[config.mk]
export PLATFORM = sky130hd
export DESIGN_NAME = probador_registro
export DESIGN_NICKNAME = d
export VERILOG_FILES = /design/src/rtl/probador_registro_pkg.sv /design/src/rtl/probador_registro.sv
export SDC_FILE = /design/constraint.sdc
export NUM_CORES = 1
export LEC_CHECK = 0
export ABC_AREA = 1
export ABC_CLOCK_PERIOD_IN_PS = 1900
export BUFFER_PORTS_ARGS = -buffer_cell sky130_fd_sc_hd__buf_4
export CORE_MARGIN = 2
export CORE_UTILIZATION = 34
export CTS_CLUSTER_SIZE = 14
export DETAILED_ROUTE_END_ITERATION = 7
export HOLD_SLACK_MARGIN = 0.12
export PLACE_DENSITY = 0.65
export SYNTH_ARGS = -nofsm -noshare
export SYNTH_HDL_FRONTEND = slang
export SYNTH_SLANG_ARGS = --single-unit
[constraint.sdc]
create_clock -name clk -period 1.9 [get_ports clk]
set_input_delay 0.19 -clock clk [delete_from_list [all_inputs] [get_ports clk]]
set_output_delay 0.19 -clock clk [all_outputs]
set_load 0.02 [all_outputs]
[src/rtl/probador_registro_pkg.sv]
// rtl/probador_registro_pkg.sv - shared FSM states, register mode codes and seed table
package probador_registro_pkg;

  typedef enum logic [2:0] {
    ST_IDLE,
    ST_LOAD,
    ST_RUN,
    ST_GAP,
    ST_FIN
  } state_t;

  typedef enum logic [1:0] {
    MODO_SHIFT  = 2'b00,
    MODO_ROTATE = 2'b01,
    MODO_LOAD   = 2'b10,
    MODO_HOLD   = 2'b11
  } modo_t;

  localparam int          NUM_TESTS = 5;
  localparam logic [2:0]  LAST_TEST = 3'd4;

  // Parallel-load value for each test; the register models use the same table.
  function automatic logic [3:0] seed_of(input logic [2:0] id);
    logic [3:0] s;
    s = 4'hA;
    case (id)
      3'd0:    s = 4'hA;
      3'd1:    s = 4'h1;
      3'd2:    s = 4'h8;
      3'd3:    s = 4'h3;
      3'd4:    s = 4'hC;
      default: s = 4'hA;
    endcase
    return s;
  endfunction

endpackage

[src/rtl/probador_registro.sv]
// rtl/probador_registro.sv - sequencer driving five shift-register tests (load, run, gap)
module probador_registro
  import probador_registro_pkg::*;
#(
  parameter int         RUN_LEN = 8,
  parameter logic [7:0] PATTERN = 8'b1011_0010
) (
  input  logic       clk,
  input  logic       reset,
  input  logic       start,
  output logic       busy,
  output logic       done,
  output logic [2:0] test_id,
  output logic [4:0] enb,
  output logic [1:0] modo,
  output logic       dir,
  output logic       s_in,
  output logic [3:0] d
);

  typedef struct packed {
    modo_t modo;
    logic  dir;
  } run_cfg_t;

  localparam logic [3:0] LAST_CNT = 4'(RUN_LEN - 1);

  function automatic run_cfg_t run_cfg(input logic [2:0] id);
    run_cfg_t c;
    c = '{modo: MODO_HOLD, dir: 1'b0};
    case (id)
      3'd0:    c = '{modo: MODO_HOLD,   dir: 1'b0};
      3'd1:    c = '{modo: MODO_SHIFT,  dir: 1'b0};
      3'd2:    c = '{modo: MODO_SHIFT,  dir: 1'b1};
      3'd3:    c = '{modo: MODO_ROTATE, dir: 1'b0};
      3'd4:    c = '{modo: MODO_ROTATE, dir: 1'b1};
      default: c = '{modo: MODO_HOLD,   dir: 1'b0};
    endcase
    return c;
  endfunction

  state_t     state, state_nxt;
  logic [2:0] id_nxt;
  logic [3:0] cnt, cnt_nxt;
  run_cfg_t   cfg_nxt;

  logic       busy_nxt, done_nxt, dir_nxt, s_in_nxt;
  logic [4:0] enb_nxt;
  logic [1:0] modo_nxt;
  logic [3:0] d_nxt;

  always_comb begin
    state_nxt = state;
    id_nxt    = test_id;
    cnt_nxt   = cnt;
    case (state)
      ST_IDLE: begin
        if (start) begin
          state_nxt = ST_LOAD;
          id_nxt    = 3'd0;
        end
      end
      ST_LOAD: begin
        state_nxt = ST_RUN;
        cnt_nxt   = 4'd0;
      end
      ST_RUN: begin
        if (cnt == LAST_CNT) begin
          state_nxt = ST_GAP;
          cnt_nxt   = 4'd0;
        end else begin
          cnt_nxt = cnt + 4'd1;
        end
      end
      ST_GAP: begin
        if (test_id < LAST_TEST) begin
          state_nxt = ST_LOAD;
          id_nxt    = test_id + 3'd1;
        end else begin
          state_nxt = ST_FIN;
        end
      end
      ST_FIN: begin
        if (start) begin
          state_nxt = ST_LOAD;
          id_nxt    = 3'd0;
        end
      end
      default: begin
        state_nxt = ST_IDLE;
        id_nxt    = 3'd0;
        cnt_nxt   = 4'd0;
      end
    endcase
  end

  // Outputs are decoded from the next state and registered alongside it,
  // so they line up with the state they describe and never see START directly.
  always_comb begin
    cfg_nxt  = run_cfg(id_nxt);
    busy_nxt = 1'b0;
    done_nxt = 1'b0;
    enb_nxt  = 5'b0;
    modo_nxt = MODO_HOLD;
    dir_nxt  = 1'b0;
    s_in_nxt = 1'b0;
    d_nxt    = seed_of(id_nxt);
    case (state_nxt)
      ST_LOAD: begin
        busy_nxt = 1'b1;
        enb_nxt  = 5'b00001 << id_nxt;
        modo_nxt = MODO_LOAD;
      end
      ST_RUN: begin
        busy_nxt = 1'b1;
        enb_nxt  = 5'b00001 << id_nxt;
        modo_nxt = cfg_nxt.modo;
        dir_nxt  = cfg_nxt.dir;
        s_in_nxt = PATTERN[3'd7 - cnt_nxt[2:0]];
      end
      ST_GAP: begin
        busy_nxt = 1'b1;
      end
      ST_FIN: begin
        done_nxt = 1'b1;
      end
      default: begin
        busy_nxt = 1'b0;
      end
    endcase
  end

  always_ff @(posedge clk) begin
    if (reset) begin
      state   <= ST_IDLE;
      test_id <= 3'd0;
      cnt     <= 4'd0;
      busy    <= 1'b0;
      done    <= 1'b0;
      enb     <= 5'b0;
      modo    <= MODO_HOLD;
      dir     <= 1'b0;
      s_in    <= 1'b0;
      d       <= seed_of(3'd0);
    end else begin
      state   <= state_nxt;
      test_id <= id_nxt;
      cnt     <= cnt_nxt;
      busy    <= busy_nxt;
      done    <= done_nxt;
      enb     <= enb_nxt;
      modo    <= modo_nxt;
      dir     <= dir_nxt;
      s_in    <= s_in_nxt;
      d       <= d_nxt;
    end
  end

endmodule

# Word-level counts from Yosys, hierarchy flattened
# Memories as Yosys holds them, arrays and structs flattened. A register that Yosys moved wholly into a read port is not among the register bits.
# Index checks and enable logic that the tools add are counted.
totals:
  reg_bits: 24
  mem_bits_ro: 8
  inputBits: 3
  out_inout_bits: 18
  word_cells: 53
  n_memories: 1
mem_list:
  columns: ["memory", "depth", "word_bits", "rd", "rd_ports_with_merged_regs", "write_ports", "line_no", "source"]
  rows:
  - ["(name not given)", 8, 1, 1, 1, 0, "probador_registro.sv:119", "s_in_nxt = PATTERN[3'd7 - cnt_nxt[2:0]];"]
op_classes:
  add_sub_neg: 3
  n_lt_le_gt_ge: 1
  eq_ne: 13
  shifts: 1
  muxes: 14
  bitwise: 2
  reduce_logical: 8
op_table:
  columns: ["operator", "count"]
  rows:
  - ["$pmux W3 S4", 2]
  - ["$eq A3 B2 Y1 const B", 6]
  - ["$pmux W4 S4", 1]
  - ["$mux W3", 5]
  - ["$reduce_or A2 Y1", 5]
  - ["$eq A3 B1 Y1 const B", 3]
  - ["$eq A3 B3 Y1 const B", 3]
  - ["$pmux W3 S3", 1]
  - ["$pmux W4 S2", 1]
  - ["$reduce_or A3 Y1", 2]
  - ["$shl A1 B3 Y5 const A", 1]
  - ["$add A4 B1 Y4 const B", 1]
  - ["$eq A4 B3 Y1 const B", 1]
  - ["$mux W4", 1]
  - ["$pmux W2 S2", 1]
  - ["$add A3 B1 Y3 const B", 1]
  - ["$logic_not A3 Y1", 1]
  - ["$lt A3 B3 Y1 const B", 1]
  - ["$sub A3 B3 Y3 const A", 1]
  - ["$mux W1", 2]
  - ["$not A1 Y1", 2]

# Longest topological paths before layout
# Gate-level depths: netlist (run 1).
logic_depth:
  ltp_word: 7
  depth_mapped: 12
  depth_no_buf: 12

# Worst setup path after synthesis (run 1)
# Ideal clock, no wire load.
synth_timing:
  path_type: "reg-to-reg"
  start: "reg test_id[0]"
  end: "reg d[1]"
  setup_ns: 0.120
  arrival_time_ns: 1.467
  required_ns: 1.780
  slack_ns: 0.313
  path_stages_with_launch: 12
  path_buffers: 0
  synth_period_minus_slack_ns: 1.587
  path_cell_list: "dfxtp_1 -> ha_1 -> nand2_1 -> nand2_1 -> nand2_1 -> nand2_1 -> nor2_4 -> nand2_2 -> nand2_1 -> nand2_1 -> nand2_2 -> nand3_1"
synth_between:
  elab_chain_len: 5
  word_cells_on_any_way: 10
  classes_between: "add/sub: 1; order compare: 1; eq/ne: 4; mux: 4"
synth_lines:
  columns: ["element", "line_no", "source"]
  rows:
  - ["start: declaration", "probador_registro.sv:13", "output logic [2:0] test_id,"]
  - ["start signal: assignment", "probador_registro.sv:147", "test_id <= id_nxt;"]
  - ["$add A3 B1 Y3 or $lt A3 B3 Y1 (tied branches)", "probador_registro.sv:78, probador_registro.sv:76", null]
  - ["$mux W3", "probador_registro.sv:76", "if (test_id < LAST_TEST) begin"]
  - ["$pmux W3 S3 *", "probador_registro.sv:56", "case (state)"]
  - ["$eq A3 B3 Y1 (tied with other cells)", "probador_registro_pkg.sv:26", "case (id)"]
  - ["$pmux W4 S4 *", "probador_registro_pkg.sv:26", null]
  - ["end signal: assignment", "probador_registro.sv:144", "d <= seed_of(3'd0);"]
  - ["end signal: assignment", "probador_registro.sv:155", "d <= d_nxt;"]
  - ["end: declaration", "probador_registro.sv:18", "output logic [3:0] d"]
# Mark *: on every way between the ends. The rest lies on a longest branch, timed or not.
# A chain may end at the register's enable or synchronous reset.

# Final worst setup path (run 1)
layout_timing:
  start: "reg test_id[0]"
  end: "reg dir"
layout_between:
  elab_chain_len: 6
  word_cells_on_any_way: 15
  classes_between: "add/sub: 1; order compare: 1; eq/ne: 5; mux: 6; bitwise: 1; reduce/logical: 1"
layout_lines:
  columns: ["element", "line_no", "source"]
  rows:
  - ["branches (longest 6 deep; another with $add A3 B1 Y3)", null, null]
  - ["end signal: assignment", "probador_registro.sv:153", "dir <= dir_nxt;"]
  - ["end: declaration", "probador_registro.sv:16", "output logic dir,"]
# Parallel ways; which one is timed is not known.

==> results of run 1 <==
-- area by class of cell --
cell class / count / area [sq um]
well taps: 44 / 55.1
fillers: 341 / 1750
multi-input cells: 95 / 553
inverters: 18 / 67.6
flip-flops and latches: 25 / 500
clock inverters: 1 / 5.00
clock buffers: 3 / 22.5
repair buffers: 20 / 150
-- flip-flops by register name (all words and copies together), names as in the netlist --
name / count
state: 3
s_in: 1
enb: 5
busy: 1
d: 4
done: 1
cnt: 4
dir: 1
test_id: 3
modo: 2
-- placed cells by master (no fill, tap or decap) --
cell,instances
dfxtp_1,25
nand2_1,24
nor2_1,20
buf_4,20
inv_1,12
nand2_2,8
nand3_1,8
inv_2,6
nor2_2,5
nor2_4,4
nand3_2,3
a21oi_1,3
clkbuf_4,3
nand2_4,2
nand4_1,2
nor3_1,2
a22oi_1,2
ha_1,2
nand3_4,1
a21oi_2,1
and2_4,1
xnor2_1,1
a32oi_1,1
nand3b_1,1
o21ai_0,1
a2111oi_0,1
nor3_2,1
o21bai_1,1
clkinv_2,1
-- worst max-delay path: stages (launching register included) --
cell     delay [ns]
dfxtp_1        0.46
ha_1           0.27
nand2_1        0.07
nand2_1        0.05
nand2_1        0.09
nand2_1        0.10
nor2_4         0.16
nand2_2        0.09
nand2_1        0.07
nand2_1        0.05
nand2_2        0.07
nand2_2        0.06
nor2_2         0.06
-- cells by family after synthesis --
| kind of cell | synth area share (%) |
|---|---|
| simple gates | 40.0 |
| flops | 44.5 |
| buf+inv | 6.34 |
| compound gates | 6.12 |
| fa+ha+maj | 2.22 |
| xor+xnor | 0.779 |
-- per-stage QoR --
stage          setup WS, ns  instances
2_1_floorplan         0.313        139
3_3_place_gp          0.370        202
3_5_place_dp          0.323        202
4_1_cts               0.264        206
5_1_grt              0.0964        206
6_report              0.250        206
-- metal layers --
metal / wire length (microns) / global-route usage, % / up-vias
li1: - / - / 486
met1: 967 / 15.6 / 418
met2: 1050 / 21.5 / 24
met3: 112 / 2.31 / 2
met4: 12 / 4.56 / 0
met5: 0 / 0 / -
-- worst min path at each step --
stage	from	to	slack (ns)	cells past startpoint
after floorplan	reset	test_id[0]	0.27	1
after global routing	reset	state[2]	0.14	2
after CTS	reset	done	0.13	2
after global placement	reset	state[2]	0.48	2
after detailed placement	reset	done	0.49	2
final	reset	done	0.14	2
-- power breakdown --
| part | leakage (nW) | internal (W) | switching [W] |
|---|---|---|---|
| sequential | 0.203 | 0.000542 | 0.00000982 |
| clock | 0.0177 | 0.0000786 | 0.000155 |
| combinational | 0.427 | 0.0000492 | 0.0000862 |
==> results.json, run 1 <==
{
  "diodes": 0,
  "synth_nets": 144,
  "die_w_microns": 61.5,
  "endpoint": "dir",
  "cts.path.max_buffers": 2,
  "dr.pass1.iters": 4,
  "crit_path_end_kind": "flip-flop",
  "ctsResizeCount": 0,
  "initial_core_util_pct": 36.3,
  "synthTopCellsByArea": "dfxtp_1 44%, nand2_1 8.0%, nor2_1 6.7%",
  "fmax_mhz": 606,
  "whs_ns": 0.143,
  "rr_worst_depth": 12,
  "port_buffers": 20,
  "antenna_found_initial": 0,
  "peakVddDrop_v": 0.000341,
  "p_total_w": 0.000921,
  "rr_endpoint": "dir",
  "worstSkewPairLatency_ns": 0.31,
  "rrSetupSlack_ns": 0.25,
  "ys.warnings.count": 0,
  "p_per_area_nw_per_um2": 680,
  "gp_congestion": 0.802,
  "drtIter0Drc": 37,
  "clk_pin_slew_worst_paths_ns": 0.14,
  "post-cts-setup-buffers": 0,
  "synth.largest_area_cell": "dfxtp_1",
  "power_leakage_nw": 0.648,
  "post-dp-hpwl_microns": 1630,
  "synth_top_area_share_pct": 44.5,
  "worst_pin_slew_ns": 0.312,
  "crit_arrival_ns": 1.91,
  "maxSlewHeadroom_pct": 78.7,
  "reg2reg_from": "test_id[0]",
  "synth-seq-area-share_pct": 44.5,
  "nNetsFinal": 168,
  "netlist_area_sq_um": 1120,
  "ys.flop_type": "dfxtp_1",
  "avgRoutedWirePerCell_microns": 10.4,
  "hold_viol": 0,
  "synthDistinctLibCells": 27,
  "synthCells": 139,
  "placed_area_sq_um": 1330,
  "synth_common_cells": "25 x dfxtp_1, 24 x nand2_1, 20 x nor2_1, 12 x inv_1",
  "cts_sinks": 25,
  "rsz0062_at_grt": "no",
  "finalSetupViolations": 0,
  "drtAntennaViolNets": 0,
  "min_period_over_period_pct": 86.8,
  "worstSetupPathType": "reg2reg",
  "min_period_ns": 1.65,
  "worstPathRequired_ns": 2.16,
  "ys_seq_elements": 25,
  "cts-root-buf": "clkbuf_4",
  "fin_skew_ns": 0.00829,
  "io_pins": 21,
  "synth_enable_flop_cells": 0,
  "avgSynthCellArea_sq_um": 8.09,
  "grt.total_usage_pct": 12.5,
  "crit_fanout": 6,
  "status": "finished clean",
  "drc": 0,
  "num_vias": 930,
  "area_growth_pct": 20.4,
  "dieArea_sq_um": 3780,
  "synthMostInstantiatedCell": "dfxtp_1",
  "slew_violations": 0,
  "die_h_microns": 61.5,
  "grt_pass1_wl_microns": 3530,
  "cap_violations": 0,
  "drive_gt1_share_pct": 34.6,
  "viasPerCell": 4.51,
  "grt_overflow": 0,
  "row_count": 20,
  "final_util_pct": 43.6,
  "holdBufCountCts": 0,
  "hp-class": "in2reg",
  "fp.coreArea_sq_um": 3100,
  "synthArstFlopShare_pct": 0,
  "startpoint_type": "flip-flop",
  "grt_pass1_vias": 822,
  "grt_max_degree": 15,
  "stdcell_area_sq_um": 1350,
  "cts_inserted_buffers": 3,
  "cts_tree": "built",
  "drt_wl_total_microns": 2150,
  "crit_start": "test_id[0]",
  "final.setup.tns_ns": 0,
  "cts-htree-levels": 1
}
No activity file was read; power rests on OpenSTA's default activity.
==> run 2: changes to the inputs <==
- ABC_CLOCK_PERIOD_IN_PS: 1900 -> 2000
- clock period: 1.9 -> 2 ns (I/O delays scaled with it)
==> results.json, run 2 (synthesis results as in run 1) <==
{
  "status": "finished clean",
  "top_register": "enb",
  "path_buf_inv": 0,
  "fin_skew_ns": 0.00756,
  "avgRoutedWirePerCell_microns": 10.3,
  "p_int_w": 0.000637,
  "drtIter0Drc": 42,
  "io_pins": 21,
  "clk_pin_slew_worst_paths_ns": 0.14,
  "top_regs": "enb (5), cnt (4), d (4)",
  "p_per_area_nw_per_um2": 646,
  "max_stage_delay_ns": 0.45,
  "rsz0062_at_grt": "no",
  "drtAntennaViolNets": 0,
  "fp.coreArea_sq_um": 3100,
  "final_common_cell": "dfxtp_1",
  "min_period_ns": 1.62,
  "worstPathRequired_ns": 2.26,
  "row_count": 20,
  "drc": 0,
  "cts-htree-levels": 1,
  "crit_slowest_cell": "dfxtp_1",
  "whs_ns": 0.153,
  "peakVddDrop_v": 0.000401,
  "nNetsFinal": 168,
  "port_buffers": 20,
  "grt_pass1_wl_microns": 3550,
  "crit_fanout": 6,
  "worst_pin_slew_ns": 0.308,
  "crit_path_end_kind": "flip-flop",
  "viasPerCell": 4.49,
  "fmax_mhz": 618,
  "worstSkewPairLatency_ns": 0.31,
  "grt.total_usage_pct": 12.7,
  "switchingPower_w": 0.000237,
  "startpoint_type": "flip-flop",
  "dieArea_sq_um": 3780,
  "seqPwrFrac_pct": 60.1,
  "hold_viol": 0,
  "area_growth_pct": 20.4,
  "pwr-share-comb_pct": 14.7,
  "cts.path.max_buffers": 2,
  "maxSlewHeadroom_pct": 78.9,
  "nFillCells": 339,
  "gp_congestion": 0.802,
  "cts_tree": "built",
  "reg2reg_from": "test_id[0]",
  "drt_wl_total_microns": 2120,
  "largest_register_ffs": 5,
  "cp_cell_sequence": "ha_1 -> nand2_1 -> nand2_1 -> nand2_1 -> nand2_1 -> nor2_4 -> nand2_2 -> nand2_1 -> nand2_1 -> nand2_2 -> nand2_2 -> nor2_2",
  "diodes": 0,
  "drive_gt1_share_pct": 34.6,
  "hp-class": "in2reg",
  "cap_violations": 0,
  "ctsResizeCount": 0,
  "final.setup.tns_ns": 0,
  "power_switching_share_pct": 27.1,
  "power_leakage_nw": 0.648,
  "clkPwrFrac_pct": 25.3,
  "layout_common_cells": "25 x dfxtp_1, 24 x nand2_1, 20 x nor2_1, 20 x buf_4, 12 x inv_1",
  "die_h_microns": 61.5,
  "die_w_microns": 61.5,
  "worstSetupPathType": "reg2reg",
  "initial_core_util_pct": 36.3,
  "num_vias": 925,
  "cts-root-buf": "clkbuf_4",
  "cts_inserted_buffers": 3,
  "cts_sinks": 25,
  "antenna_found_initial": 0,
  "cp_top_family": "simple AND/OR/NAND/NOR gates",
  "finalSetupViolations": 0,
  "post-dp-hpwl_microns": 1650,
  "hold_path_startpoint": "reset",
  "grt_pass1_vias": 853,
  "slew_violations": 0,
  "crit_arrival_ns": 1.88,
  "grt_max_degree": 15,
  "path_common_cell": "nand2_1",
  "holdBufCountCts": 0,
  "crit_start": "test_id[0]",
  "post-cts-setup-buffers": 0,
  "grt_overflow": 0,
  "min_period_over_period_pct": 80.8,
  "dr.pass1.iters": 4
}
[run 2: cell counts in the layout (fill, tap and decap cells not counted)]
Identical to the previous run, type by type.
[run 2: final timing paths]
kind / end / slack (ns) / cells after the start
setup / recovery: dir / 0.38 / 12
hold / removal: done / 0.15 / 2
setup reg to reg: dir / 0.38 / 12
hold reg to reg: cnt[3] / 0.56 / 2
[run 2: per-stage QoR]
stage	setup slack [ns]	cell area [sq um]	total power [W]	utilization, %	cells
4_1_cts	0.387	1350	0.000886	43.6	206
5_1_grt	0.237	1350	0.000922	43.6	206
3_3_place_gp	0.470	1330	0.000663	42.7	202
2_1_floorplan	0.413	1120	0.000626	-	139
6_report	0.383	1350	0.000874	43.6	206
3_5_place_dp	0.429	1330	0.000665	42.7	202
[run 2: area by class of cell]
| type | count | area [sq um] | share of cell area (%) |
|---|---|---|---|
| timing repair buffer | 20 | 150 | 11.1 |
| clock buffer | 3 | 22.5 | 1.66 |
| clock inverter | 1 | 5.00 | 0.370 |
| multi-input combinational | 95 | 553 | 40.9 |
| tap | 44 | 55.1 | 4.07 |
| inverter | 18 | 67.6 | 4.99 |
| sequential | 25 | 500 | 37.0 |
[run 2: routing by layer]
metal  vias up  wire length, microns  track usage, %  part of all wire, %
met5         -                     0               0                    0
met4         0                     9            5.47                 0.42
li1        485                     -               -                    -
met3         2                    62            2.10                  2.9
met2        10                  1050            21.1                   50
met1       428                   994            16.2                   47
[run 2: power by group through the flow]
| stage | registers (W) | logic (W) | clock network (W) |
|---|---|---|---|
| floorplan | 0.000550 | 0.0000759 | 0 |
| global placement | 0.000536 | 0.000127 | 0 |
| detailed placement | 0.000536 | 0.000129 | 0 |
| CTS | 0.000525 | 0.000130 | 0.000231 |
| global route | 0.000528 | 0.000143 | 0.000251 |
| finish | 0.000525 | 0.000128 | 0.000221 |
